===== src/rtl/interrupt_sequencer.sv =====
// interrupt_sequencer: 65C02 reset/NMI/BRK/IRQ entry sequencer.
// Synchronises NMIB/IRQB, latches NMI edges, arbitrates at instruction
// boundaries and steps the datapath through the 7-cycle entry sequence
// (two internal cycles, PCH/PCL/P pushes, two vector reads). Owns VPB.
// Optional feature macro: INT_SEQ_WAI_EN adds the WAI halt state with
// wake-up on interrupt; without it wai is ignored and waiting/wake stay 0.
module interrupt_sequencer #(
    parameter logic [15:0] NMI_VEC = 16'hFFFA,
    parameter logic [15:0] RST_VEC = 16'hFFFC,
    parameter logic [15:0] IRQ_VEC = 16'hFFFE
) (
    input  logic        PHI2,
    input  logic        RES,
    input  logic        NMIB,
    input  logic        IRQB,
    input  logic        RDY,
    input  logic        i_flag,
    input  logic        inst_done,
    input  logic        brk,
    input  logic        wai,
    output logic        busy,
    output logic        stack_op,
    output logic        stack_wr,
    output logic [1:0]  push_sel,
    output logic        b_out,
    output logic        vec_rd,
    output logic [15:0] vec_addr,
    output logic        VPB,
    output logic        set_i,
    output logic        clr_d,
    output logic        waiting,
    output logic        wake
);

    typedef enum logic [3:0] {
        S_RST_HOLD = 4'd0,
        S_IDLE     = 4'd1,
        S_INT1     = 4'd2,
        S_INT2     = 4'd3,
        S_PUSH_H   = 4'd4,
        S_PUSH_L   = 4'd5,
        S_PUSH_P   = 4'd6,
        S_VEC_L    = 4'd7,
        S_VEC_H    = 4'd8
`ifdef INT_SEQ_WAI_EN
        ,
        S_WAIT     = 4'd9
`endif
    } state_t;

    typedef enum logic [1:0] {
        K_RESET = 2'd0,
        K_NMI   = 2'd1,
        K_BRK   = 2'd2,
        K_IRQ   = 2'd3
    } kind_t;

    state_t state;
    state_t next_state;
    kind_t  kind;
    kind_t  next_kind;

    logic nmi_s1;
    logic nmi_s2;
    logic nmi_s3;
    logic irq_s1;
    logic irq_s2;
    logic nmi_fall;
    logic nmi_pend;
    logic rst_pend;
    logic irq_req;
    logic nmi_clr;
    logic rst_clr;

    logic        busy_c;
    logic        stack_op_c;
    logic        stack_wr_c;
    logic [1:0]  push_sel_c;
    logic        b_out_c;
    logic        vec_rd_c;
    logic [15:0] vec_addr_c;
    logic        vpb_c;
    logic        set_i_c;
    logic        clr_d_c;
    logic        waiting_c;
    logic        wake_c;
    logic [15:0] vec_base_c;

    // Two-flop synchronisers plus one extra NMI stage for falling-edge detect
    always_ff @(posedge PHI2) begin
        if (RES) begin
            nmi_s1 <= 1'b1;
            nmi_s2 <= 1'b1;
            nmi_s3 <= 1'b1;
            irq_s1 <= 1'b1;
            irq_s2 <= 1'b1;
        end else begin
            nmi_s1 <= NMIB;
            nmi_s2 <= nmi_s1;
            nmi_s3 <= nmi_s2;
            irq_s1 <= IRQB;
            irq_s2 <= irq_s1;
        end
    end

    assign nmi_fall = nmi_s3 & ~nmi_s2;
    assign irq_req  = ~irq_s2 & ~i_flag;

    // Pending flags drop as the matching sequence enters its vector fetch
    assign nmi_clr = RDY & (state == S_PUSH_P) & (kind == K_NMI);
    assign rst_clr = RDY & (state == S_PUSH_P) & (kind == K_RESET);

    // Pending-request latches; a fresh NMI edge wins over a same-cycle clear
    always_ff @(posedge PHI2) begin
        if (RES) begin
            nmi_pend <= 1'b0;
            rst_pend <= 1'b1;
        end else begin
            if (nmi_fall) begin
                nmi_pend <= 1'b1;
            end else if (nmi_clr) begin
                nmi_pend <= 1'b0;
            end
            if (rst_clr) begin
                rst_pend <= 1'b0;
            end
        end
    end

    // State and kind registers; RDY low freezes the sequence
    always_ff @(posedge PHI2) begin
        if (RES) begin
            state <= S_RST_HOLD;
            kind  <= K_RESET;
        end else if (RDY) begin
            state <= next_state;
            kind  <= next_kind;
        end
    end

    // Next-state and arbitration: NMI > BRK > IRQ at instruction boundaries
    always_comb begin
        next_state = state;
        next_kind  = kind;
        case (state)
            S_RST_HOLD: begin
                if (rst_pend) begin
                    next_state = S_INT1;
                    next_kind  = K_RESET;
                end else begin
                    next_state = S_IDLE;
                end
            end
            S_IDLE: begin
                if (inst_done) begin
                    if (nmi_pend) begin
                        next_state = S_INT1;
                        next_kind  = K_NMI;
                    end else if (brk) begin
                        next_state = S_INT1;
                        next_kind  = K_BRK;
                    end else if (irq_req) begin
                        next_state = S_INT1;
                        next_kind  = K_IRQ;
                    end
`ifdef INT_SEQ_WAI_EN
                    else if (wai) begin
                        next_state = S_WAIT;
                    end
`endif
                end
            end
            S_INT1:   next_state = S_INT2;
            S_INT2:   next_state = S_PUSH_H;
            S_PUSH_H: next_state = S_PUSH_L;
            S_PUSH_L: next_state = S_PUSH_P;
            S_PUSH_P: next_state = S_VEC_L;
            S_VEC_L:  next_state = S_VEC_H;
            S_VEC_H:  next_state = S_IDLE;
`ifdef INT_SEQ_WAI_EN
            S_WAIT: begin
                if (nmi_pend) begin
                    next_state = S_INT1;
                    next_kind  = K_NMI;
                end else if (~irq_s2) begin
                    if (~i_flag) begin
                        next_state = S_INT1;
                        next_kind  = K_IRQ;
                    end else begin
                        next_state = S_IDLE;
                    end
                end
            end
`endif
            default:  next_state = S_IDLE;
        endcase
    end

    // Vector base for the sequence kind; BRK shares the IRQ vector
    always_comb begin
        vec_base_c = IRQ_VEC;
        case (next_kind)
            K_RESET: vec_base_c = RST_VEC;
            K_NMI:   vec_base_c = NMI_VEC;
            default: vec_base_c = IRQ_VEC;
        endcase
    end

    // Output decode from the state being entered, so outputs align with state
    always_comb begin
        busy_c     = 1'b0;
        stack_op_c = 1'b0;
        stack_wr_c = 1'b0;
        push_sel_c = 2'd0;
        b_out_c    = 1'b0;
        vec_rd_c   = 1'b0;
        vec_addr_c = 16'h0000;
        vpb_c      = 1'b1;
        set_i_c    = 1'b0;
        clr_d_c    = 1'b0;
        waiting_c  = 1'b0;
        wake_c     = 1'b0;
        case (next_state)
            S_RST_HOLD, S_INT1, S_INT2: begin
                busy_c = 1'b1;
            end
            S_PUSH_H, S_PUSH_L, S_PUSH_P: begin
                busy_c     = 1'b1;
                stack_op_c = 1'b1;
                // Reset performs dummy stack reads instead of pushes
                stack_wr_c = (next_kind != K_RESET);
                if (next_state == S_PUSH_L) begin
                    push_sel_c = 2'd1;
                end else if (next_state == S_PUSH_P) begin
                    push_sel_c = 2'd2;
                    // B bit is only meaningful alongside the P push
                    b_out_c    = (next_kind == K_BRK);
                end
            end
            S_VEC_L: begin
                busy_c     = 1'b1;
                vec_rd_c   = 1'b1;
                vpb_c      = 1'b0;
                vec_addr_c = vec_base_c;
            end
            S_VEC_H: begin
                busy_c     = 1'b1;
                vec_rd_c   = 1'b1;
                vpb_c      = 1'b0;
                vec_addr_c = vec_base_c + 16'd1;
                set_i_c    = 1'b1;
                clr_d_c    = 1'b1;
            end
`ifdef INT_SEQ_WAI_EN
            S_WAIT: begin
                waiting_c = 1'b1;
            end
            S_IDLE: begin
                // Masked IRQ ends WAI without vectoring
                wake_c = (state == S_WAIT);
            end
`endif
            default: begin
                busy_c = 1'b0;
            end
        endcase
    end

`ifndef INT_SEQ_WAI_EN
    logic unused_wai;
    assign unused_wai = wai;
`endif

    // Output registers; RDY low holds every output, stretching pulses
    always_ff @(posedge PHI2) begin
        if (RES) begin
            busy     <= 1'b0;
            stack_op <= 1'b0;
            stack_wr <= 1'b0;
            push_sel <= 2'd0;
            b_out    <= 1'b0;
            vec_rd   <= 1'b0;
            vec_addr <= 16'h0000;
            VPB      <= 1'b1;
            set_i    <= 1'b0;
            clr_d    <= 1'b0;
            waiting  <= 1'b0;
            wake     <= 1'b0;
        end else if (RDY) begin
            busy     <= busy_c;
            stack_op <= stack_op_c;
            stack_wr <= stack_wr_c;
            push_sel <= push_sel_c;
            b_out    <= b_out_c;
            vec_rd   <= vec_rd_c;
            vec_addr <= vec_addr_c;
            VPB      <= vpb_c;
            set_i    <= set_i_c;
            clr_d    <= clr_d_c;
            waiting  <= waiting_c;
            wake     <= wake_c;
        end
    end

endmodule


===== config.mk =====
export PLATFORM = sky130hd
export DESIGN_NAME = interrupt_sequencer
export DESIGN_NICKNAME = d
export VERILOG_FILES = /design/src/rtl/interrupt_sequencer.sv
export SDC_FILE = /design/constraint.sdc
export NUM_CORES = 1
export LEC_CHECK = 0
export CORE_MARGIN = 3
export CORE_UTILIZATION = 30
export DETAILED_ROUTE_END_ITERATION = 7
export GPL_ROUTABILITY_DRIVEN = 0
export GPL_TIMING_DRIVEN = 0
export SYNTH_ARGS = -nofsm -noshare
export SYNTH_HDL_FRONTEND = slang
export SYNTH_SLANG_ARGS = --single-unit

===== constraint.sdc =====
create_clock -name PHI2 -period 2.2 [get_ports PHI2]
set_clock_uncertainty 0.2 [all_clocks]
set_input_delay 0.66 -clock PHI2 [delete_from_list [all_inputs] [get_ports PHI2]]
set_output_delay 0.66 -clock PHI2 [all_outputs]
set_load 0.03 [all_outputs]

# Word-level counts from Yosys, hierarchy flattened
# Cells that the tools add are included.
# classes
reduce_logical	9
mux	28
bitwise_logic	8
addsub	1
n_eq_ne	17
# ops
cell	count
$eq 4x3->1 const B	8
$pmux 16 s2	1
$pmux 4 s8	1
$mux 2	9
$add 16x1->16 const B	1
$eq 4x2->1 const B	4
$mux 4	4
$mux 1	11
$logic_not 4->1	2
$reduce_or 8->1	1
$pmux 3 s2	1
$and 1x1->1	5
$eq 2x1->1 const B	2
$eq 4x1->1 const B	1
$eq 4x4->1 const B	1
$logic_not 2->1	2
$pmux 2 s2	1
$reduce_bool 2->1	2
$not 1->1	3
$reduce_or 3->1	1
$eq 2x2->1 const B	1
$reduce_or 2->1	1
# totals
out_inout_bits	28
regBits	38
wordCells	81

# Longest topological paths before layout
# Gate-level depths: netlist of the first run.
# depth
word_depth	11
ltp_mapped	5

# Least setup slack after synthesis of the first run
# No wires, ideal clock.
# synth_timing
kind	input to register
from	input i_flag
to	register push_sel[0]
stages	4
t_arrival_ps	1633
setup_time_ps	116
setup_slack_ps	251
cell_sequence	o21ba_2 > nand2b_1 > a311o_2 > a41o_1
# synth_via
elab_chain_cells	10
elab_cells_between_ends	13
# synth_lines
element	line_no	rtl
start, declared	17	input logic i_flag,
$not 1->1 *	107	assign irq_req = ~irq_s2 & ~i_flag;
$and 1x1->1 *	107	
$mux 4 *	162	end else if (irq_req) begin
$mux 4 *	159	end else if (brk) begin
$mux 4 *	156	if (nmi_pend) begin
$mux 4 *	155	if (inst_done) begin
$pmux 4 s8 *	145	case (state)
$eq 4x3->1 (on tied branches)	223, 232	
$reduce_or 3->1 / $mux 2 (equally long branches)	223, 232	
$mux 2 *	223	case (next_state)
end signal, assigned	293	push_sel <= push_sel_c;
end, declared	24	output logic [1:0] push_sel,
# Mark *: on every way between the ends. The rest lies on a longest branch, timed or not.
# A chain may end at the register's enable or synchronous reset.

# Worst setup path after layout of the first run
# layout_timing
from	register b_out
to	output b_out
# layout_rtl
element	line_no	rtl
start, declared	25	output logic b_out,
start signal, assigned	294	b_out <= b_out_c;
# No word-level cell between the ends.

==> metrics.md, run 1 <==
| Metric | Value |
|---|---|
| Vias in the first global route | 1050 |
| Root Driver | clkbuf_8 |
| Int Pwr | 0.0007515 W |
| Share of the yosys chip area belonging to registers | 0.3689 |
| DR WL/cell | 11.96 um |
| CP Max Fanout | 2 |
| Via count | 1082 |
| Global-route wire length before repair | 4788 um |
| Top Layer Used | met4 |
| Hold Crit Class | flip-flop to flip-flop |
| WL met1 | 1247 um |
| Standard-cell rows | 23 |
| Gr ovfl total | 0 |
| Min-Delay Endpoint | irq_s2 |
| Crit Path Category | flip-flop to output port |
| CP endpoint kind | output port |
| Clock power frac | 0.397 |
| Total setup buffers inserted after CTS | 0 |
| FF-to-FF End | b_out |
| CTS clock-pin slew for the worst setup and hold paths | 0.09 ns |
| Gr usage total | 0.1149 |
| Antenna-violating nets left | 0 |
| Slew Viols, Final | 0 |
| Share of the synthesized area in the top cell type | 0.3689 |
| Synth Register Bits | 24 |
| DR DRC count | 0 |
| Final setup fails | 0 |
| Crit path buf inv count | 1 |
| Gate power share | 0.140 |
| Clock sink count | 24 |
| Number of CTS-inserted buffers | 3 |
| Die Area | 5168 um2 |
| # nets final | 190 |
| Post-CTS Hold Buffers | 0 |
| Synth async-reset ratio | 0 |
| Post-Route WL | 2751 um |
| Status | completed |
| Largest net degree at the start of global routing | 16 |
| Layout cell share with drive strength beyond 1 | 0.2500 |
| LEAKAGE | 0.7510 nW |
| Drt pass-1 iters | 4 |
| Synthesized area per cell | 9.108 um2 |
| Reg2reg setup slack | 0.37 ns |
| WL met2 | 1300 um |
| Area leader, netlist | dfxtp_1 |
| Later-pin clock latency in the skew report | 0.27 ns |
| Area of the mapped netlist | 1302 um2 |
| Main synth FF type | dfxtp_1 |
| Startpoint Class | flip-flop |
| Slowest cell on crit path | clkdlybuf4s50_1 |
| Die Width | 71.89 um |
| Max incr delay on CP | 0.68 ns |
| Initial antenna violation count | 0 |
| Post-synth top cells | dfxtp_1, buf_4, nand2b_1 |
| Crit-path leading delay family | buffers and inverters |
| Max Cap Viol | 0 |
| WHS | 0.2185 ns |
| Post-synth EDFFs | 0 |
| R2r startpoint | state[3] |
| Dpl cell area | 1689 um2 |
| Worst-path cell chain | clkdlybuf4s50_1 |
| Hold Vio Cnt, Final | 0 |
| Worst Path Arrival | 1.29 ns |
| Min cycle time layout | 2.152 ns |
| Htree depth | 1 |
| Sw Share | 0.2345 |
| Cell with the most instances after synthesis | dfxtp_1 |
| Sequential power share | 0.462 |
| Library cells used by synthesis | 46 |
| Post-DP HPWL | 2151 um |
| NetSw | 0.0002302 W |
| Core Region | 4086 um2 |
| Period Utilization, post-route | 0.9780 |
| Worst-case clock buffer depth | 2 |
| Reg2reg path depth | 5 |
| Synth Instances | 143 |
| Worst Hold Depth | 1 |
| DRT iter0 DRCs | 14 |
| Maximum clock frequency | 464.8 MHz |
| Crit. path cell count | 1 |
| Initial Utilization | 0.3187 |
| Hold Crit Start | irq_s1 |
| Setup crit start | b_out |
| Ports | 37 |
| Area grow syn2layout | 35.25% |
| Met3 wire length | 166 um |
| CTS tree | yes |
| Setup TNS | 0 ns |
| Top post-synthesis cells by area | dfxtp_1, buf_4, nand2b_1 |
| Routed vias/inst | 4.704 |
| YS warnings | 0 |
| Post-route cell area | 1762 um2 |
| VDD IR max | 0.0003475 V |
| Die height | 71.89 um |
| CP required | 1.34 ns |
| Antenna cells | 0 |
| Pwr/cell area | 557.2 nW/um2 |
| IO Port Bufs | 32 |
## cell usage in the layout, fill, tap and decap left out, types with 3 or more instances in the layout
cell,instances
a21oi_1,9
nor2b_1,4
buf_4,17
nor2_1,8
clkdlybuf4s50_1,13
inv_1,6
nor3_1,3
dlygate4sd2_1,13
o21ai_0,5
dfxtp_1,23
clkbuf_8,3
nand4_1,3
clkdlybuf4s15_1,4
nand2b_1,11
or2_2,5
## power groups by stage
stage	logic, W	registers [W]	clock network (W)
2_1_floorplan	0.0000945	0.000468	0
3_3_place_gp	0.000136	0.000465	0
3_5_place_dp	0.000137	0.000465	0
4_1_cts	0.000138	0.000455	0.000401
5_1_grt	0.000154	0.000456	0.000421
6_report	0.000138	0.000454	0.000390
## cells by family after synthesis
kind of cell    share of synthesized area
compound gates                     0.2094
buf+inv                            0.1546
flops                              0.3689
mux                              0.007685
other cells                      0.002879
simple gates                       0.2565
## worst max-delay path by stage
stage	end	slack, ns
after global routing	push_sel[0]	-0.007
after detailed placement	push_sel[0]	-0.44
after CTS	push_sel[0]	0.01
after global placement	push_sel[0]	-0.42
final	b_out	0.05
after floorplan	push_sel[0]	0.25
## flip-flops by register name, indices dropped and copies added (netlist names), 2 cells and up
name      cells
state         4
vec_addr      3
push_sel      2
kind          2
## metrics by stage
| step | util | instances | setup WS [ns] | total power (W) |
|---|---|---|---|---|
| CTS | 0.4265 | 230 | 0.01095 | 0.0009935 |
| floorplan | - | 144 | 0.2511 | 0.0005627 |
| finish | 0.4311 | 230 | 0.04844 | 0.0009816 |
| global route | 0.4311 | 230 | -0.007405 | 0.001030 |
| detailed placement | 0.4134 | 226 | -0.4386 | 0.0006027 |
| global placement | 0.4134 | 226 | -0.4224 | 0.0006007 |
## layer usage
layer	up-vias	global-route usage
met4	0	0.03758
met5	-	0
met2	29	0.1949
met1	492	0.1484
met3	5	0.01939
li1	556	-
## layout make-up
class                      instances  area, um2
buffer                            26      181.4
clock buffer                       3      41.29
clock inverter                     1      30.03
fill                             407       2325
inverter                           6      22.52
multi-input combinational         88      630.6
sequential                        24      484.2
tap                               50      62.56
timing repair buffer              32      309.0
## repair_timing
action,CTS,global route
pin swaps,0,1
setup endpoints to repair,25,13
cloned,0,0
resized for setup,20,8
(Power assumes the default switching activity.)
==> inputs of run 2 (changes only) <==
--- a/config.mk
+++ b/config.mk
@@ -8,8 +8,10 @@
 export CORE_MARGIN = 3
 export CORE_UTILIZATION = 30
 export DETAILED_ROUTE_END_ITERATION = 7
+export DONT_BUFFER_PORTS = 1
 export GPL_ROUTABILITY_DRIVEN = 0
 export GPL_TIMING_DRIVEN = 0
+export REMOVE_ABC_BUFFERS = 1
 export SYNTH_ARGS = -nofsm -noshare
 export SYNTH_HDL_FRONTEND = slang
 export SYNTH_SLANG_ARGS = --single-unit
==> metrics.md, run 2 (synthesis gave the netlist of run 1 again) <==
| Metric | Value |
|---|---|
| Ports | 37 |
| Max reg flops | 4 |
| Root Driver | clkbuf_8 |
| Slew headroom | 0.2208 |
| Die height | 71.89 um |
| Post-route cell area | 1251 um2 |
| Worst-case clock buffer depth | 2 |
| DR WL/cell | 13.24 um |
| Via count | 881 |
| Area grow syn2layout | -3.939% |
| Post-CTS Hold Buffers | 0 |
| Failing checks | setup timing |
| Antenna-violating nets left | 0 |
| Post-DP HPWL | 1642 um |
| Status | finished, violations left |
| Maximum clock frequency | 437.1 MHz |
| Max Cap Viol | 0 |
| Vias in the first global route | 855 |
| Routed vias/inst | 5.063 |
| Post-Route WL | 2304 um |
| Worst Path Arrival | 1.43 ns |
| Commonest non-fill, non-tap cell in the layout | dfxtp_1 |
| Global-route wire length before repair | 3933 um |
| Final worst slack | -0.08802 ns |
| Worst Hold Depth | 1 |
| Worst-margin pin slew | 1.169 ns |
| Htree depth | 1 |
| Later-pin clock latency in the skew report | 0.27 ns |
| Post-layout util | 0.3062 |
| Top flop regs | state: 4 flops, vec_addr: 3 flops |
| CTS clock-pin slew for the worst setup and hold paths | 0.08 ns |
| Final setup fails | 14 |
| Number of CTS-inserted buffers | 3 |
| Die Area | 5168 um2 |
| CP Max Fanout | 15 |
| Register area | 484.2 um2 |
| CP required | 1.34 ns |
| Layout cell share with drive strength beyond 1 | 0.1694 |
| Slew Viols, Final | 0 |
| Pwr/cell area | 648.4 nW/um2 |
| Largest net degree at the start of global routing | 27 |
| Initial antenna violation count | 0 |
| Startpoint Class | flip-flop |
| # nets final | 134 |
| CTS tree | yes |
| Gr ovfl total | 0 |
| Fin cells | 174 |
| Crit. path cell count | 0 |
| Min cycle time layout | 2.288 ns |
| Drt pass-1 iters | 4 |
| Antenna cells | 0 |
| Initial Utilization | 0.3187 |
| Hold Crit Class | flip-flop to flip-flop |
| IO Port Bufs | 0 |
| Reg2reg path depth | 4 |
| DR DRC count | 0 |
| Filler cells | 444 |
| Standard-cell rows | 23 |
| DP Cell Count | 169 |
| Crit Path Category | flip-flop to output port |
| Multi-input combinational cell area | 624.3 um2 |
| Period Utilization, post-route | 1.040 |
| Total power | 0.0008113 W |
| Clock sink count | 24 |
| Dpl cell area | 1197 um2 |
| Die Width | 71.89 um |
| RSZ-0062 raised after global routing | true |
| Core Region | 4086 um2 |
| DRT iter0 DRCs | 30 |
| CP endpoint kind | output port |
| Gr usage total | 0.09262 |
| VDD IR max | 0.0002478 V |
| Hold Vio Cnt, Final | 0 |
| LEAKAGE | 0.4083 nW |
| Most frequent cells in the layout | dfxtp_1, nand2b_1, a21oi_1 |
| Largest register by flop count | state |
-- run 2: cell count changes in the layout (fill, tap and decap cells not counted) --
cell,delta
buf_4,-17
clkdlybuf4s50_1,-13
dlygate4sd2_1,-12
clkdlybuf4s15_1,-4
buf_2,-2
buf_6,-2
clkbuf_2,-2
dlymetal6s2s_1,-2
bufinv_16,-1
clkbuf_1,-1
o21ba_2,+1
o21ba_4,-1
-- run 2: worst paths after layout --
| kind | start | endpoint | slack, ns |
|---|---|---|---|
| worst max-delay path | vec_addr[14] | vec_addr[3] | -0.09 |
| worst min-delay path | nmi_s1 | nmi_s2 | 0.21 |
| worst max register to register | state[0] | stack_wr | 0.20 |
| worst min register to register | nmi_s1 | nmi_s2 | 0.21 |
-- run 2: stage by stage --
stage / worst slack [ns] / hold WS, ns / TNS (ns)
global placement: -1.678 / 0.1976 / -24.92
finish: -0.08802 / 0.2125 / -1.215
global route: -0.1350 / 0.2383 / -1.867
detailed placement: 0.1962 / 0.1946 / 0
CTS: -0.09492 / 0.2136 / -1.318
floorplan: -1.647 / 0.1895 / -24.42
-- run 2: power breakdown --
part           internal [W]  leakage [nW]  switching [W]
clock network      0.000129        0.0228       0.000134
registers          0.000445         0.197      0.0000255
logic             0.0000381         0.189      0.0000387
-- run 2: repair_timing --
item	4_1_cts	5_1_grt
endpoints found under the setup margin	14	14
setup buffers	1	0
resized for setup	1	0
pin swaps	0	0
-- run 2: cell type report --
class,count,area share
timing repair buffer,2,0.01000
sequential,24,0.3870
clock buffer,4,0.03600
inverter,6,0.01800
multi-input combinational,88,0.4990
tap,50,0.05000
-- run 2: per-layer routing --
layer / track usage / vias to the layer above / share of wire
met5: 0 / - / 0
met4: 0.03132 / 0 / 0.011
met3: 0.02909 / 3 / 0.061
met2: 0.1541 / 23 / 0.48
met1: 0.1134 / 412 / 0.45
li1: - / 443 / -
==> inputs of run 3 (changes only) <==
--- a/config.mk
+++ b/config.mk
@@ -5,12 +5,15 @@
 export SDC_FILE = /design/constraint.sdc
 export NUM_CORES = 1
 export LEC_CHECK = 0
+export CELL_PAD_IN_SITES_DETAIL_PLACEMENT = 0
+export CELL_PAD_IN_SITES_GLOBAL_PLACEMENT = 1
 export CORE_MARGIN = 3
 export CORE_UTILIZATION = 30
 export DETAILED_ROUTE_END_ITERATION = 7
 export DONT_BUFFER_PORTS = 1
 export GPL_ROUTABILITY_DRIVEN = 0
 export GPL_TIMING_DRIVEN = 0
+export PLACE_DENSITY = 0.56
 export REMOVE_ABC_BUFFERS = 1
 export SYNTH_ARGS = -nofsm -noshare
 export SYNTH_HDL_FRONTEND = slang
==> metrics.md, run 3 (synthesis gave the netlist of run 1 again) <==
| Metric | Value |
|---|---|
| Largest net degree at the start of global routing | 27 |
| Met3 GRT Util | 0.03463 |
| Final worst slack | -0.08929 ns |
| Root Driver | clkbuf_8 |
| Gr usage total | 0.1021 |
| Top flop regs | state: 4 flops, vec_addr: 3 flops |
| Gate power share | 0.082 |
| Largest register by flop count | state |
| Area grow syn2layout | -1.921% |
| Sequential power share | 0.504 |
| DP Cell Count | 169 |
| Failing checks | setup timing |
| Status | finished, violations left |
| Die Width | 71.89 um |
| Worst Hold Depth | 1 |
| Hold Crit Class | flip-flop to flip-flop |
| CP required | 1.34 ns |
| Grt met1 use | 0.1309 |
| Dpl cell area | 1197 um2 |
| Max Cap Viol | 0 |
| Antenna-violating nets left | 0 |
| Post-DP HPWL | 1695 um |
| Fin cells | 174 |
| Via count | 883 |
| Max reg flops | 4 |
| WHS | 0.2193 ns |
| IO Port Bufs | 0 |
| Antenna cells | 0 |
| Initial antenna violation count | 0 |
| Setup TNS | -1.225 ns |
| Gr ovfl total | 0 |
| RSZ-0062 raised after global routing | true |
| Final setup fails | 14 |
| CP endpoint kind | output port |
| CTS tree | yes |
| LEAKAGE | 0.4213 nW |
| CP Max Fanout | 15 |
| # nets final | 134 |
| Period Utilization, post-route | 1.041 |
| Min cycle time layout | 2.289 ns |
| Slew Viols, Final | 0 |
| Startpoint Class | flip-flop |
| Post-Route WL | 2359 um |
| Layout cell share with drive strength beyond 1 | 0.1774 |
| Commonest non-fill, non-tap cell in the layout | dfxtp_1 |
| Drt pass-1 iters | 4 |
| Htree depth | 1 |
| Total power | 0.0009339 W |
| Reg2reg path depth | 4 |
| Crit. path cell count | 0 |
| Hold Crit Start | irq_s1 |
| Core Region | 4086 um2 |
| Die height | 71.89 um |
| Die Area | 5168 um2 |
| Ports | 37 |
| GR peak layer | met2 |
| Number of CTS-inserted buffers | 3 |
| Clock sink count | 24 |
| CTS clock-pin slew for the worst setup and hold paths | 0.09 ns |
| Clock power frac | 0.414 |
| Most frequent cells in the layout | dfxtp_1, nand2b_1, a21oi_1 |
| Standard-cell rows | 23 |
| R2r startpoint | vec_addr[14] |
| NetSw | 0.0002074 W |
| Later-pin clock latency in the skew report | 0.26 ns |
| Hold Vio Cnt, Final | 0 |
| Worst-margin pin slew | 1.172 ns |
| Slew headroom | 0.2189 |
| VDD IR max | 0.0002714 V |
| Multi-input combinational cell area | 624.3 um2 |
| Int Pwr | 0.0007266 W |
| Reg2reg setup slack | 0.21 ns |
| Post-route cell area | 1277 um2 |
| Worst Path Arrival | 1.43 ns |
| Global-route track usage on met2 | 0.1520 |
| Vias in the first global route | 858 |
| Worst-case clock buffer depth | 2 |
| DR DRC count | 0 |
| DR WL/cell | 13.56 um |
| Crit Path Category | flip-flop to output port |
| Post-CTS Hold Buffers | 0 |
| Setup crit start | vec_addr[14] |
| Min-Delay Endpoint | irq_s2 |
| Maximum clock frequency | 436.8 MHz |
| FF-to-FF End | vec_addr[14] |
| Routed vias/inst | 5.075 |
| Filler cells | 439 |
| DRT iter0 DRCs | 29 |
| Sw Share | 0.2220 |
| Global-route wire length before repair | 4140 um |
| Pwr/cell area | 731.1 nW/um2 |
| Register area | 484.2 um2 |
| Initial Utilization | 0.3187 |
run 3: cell types whose count changed in the layout (fill, tap and decap cells not counted), sizes merged:
cell,change
clkbuf,-1
bufinv,+1
run 3: stage by stage:
stage | worst slack [ns] | utilization
final | -0.08929 | 0.3126
after global placement | -1.682 | 0.2912
after global routing | -0.1605 | 0.3126
after CTS | -0.1018 | 0.3126
after detailed placement | 0.2052 | 0.2930
after floorplan | -1.647 | -
run 3: power by group through the flow:
stage               clock [W]  sequential (W)  combinational (W)
finish               0.000387        0.000470          0.0000767
detailed placement          0        0.000480          0.0000766
CTS                  0.000401        0.000470          0.0000773
floorplan                   0        0.000477          0.0000665
global route         0.000422        0.000474          0.0000869
global placement            0        0.000482          0.0000758
run 3: how the worst max path moves through the flow:
| stage | slack [ns] | end |
|---|---|---|
| final | -0.09 | vec_addr[8] |
| after global routing | -0.16 | vec_addr[11] |
| after CTS | -0.10 | vec_addr[8] |
| after detailed placement | 0.21 | vec_addr[8] |
| after global placement | -1.68 | vec_addr[8] |
| after floorplan | -1.65 | vec_addr[10] |
run 3: what timing repair did:
item	4_1_cts	5_1_grt
setup buffers	1	0
hold endpoints to repair	0	0
endpoints found under the setup margin	14	14
gates resized for setup	1	0
run 3: cell type report:
type,instances,share of cell area
clock inverters,1,0.02351
well taps,50,0.04897
inverters,6,0.01763
clock buffers,3,0.03232
repair buffers,2,0.009794
multi-input cells,88,0.4887
flip-flops and latches,24,0.3790
run 3: routing by layer:
| layer | part of all wire | vias up | wire [um] |
|---|---|---|---|
| met3 | 0.081 | 4 | 191 |
| met5 | 0 | - | 0 |
| li1 | - | 441 | - |
| met2 | 0.43 | 28 | 1014 |
| met4 | 0.017 | 0 | 39 |
| met1 | 0.47 | 410 | 1114 |
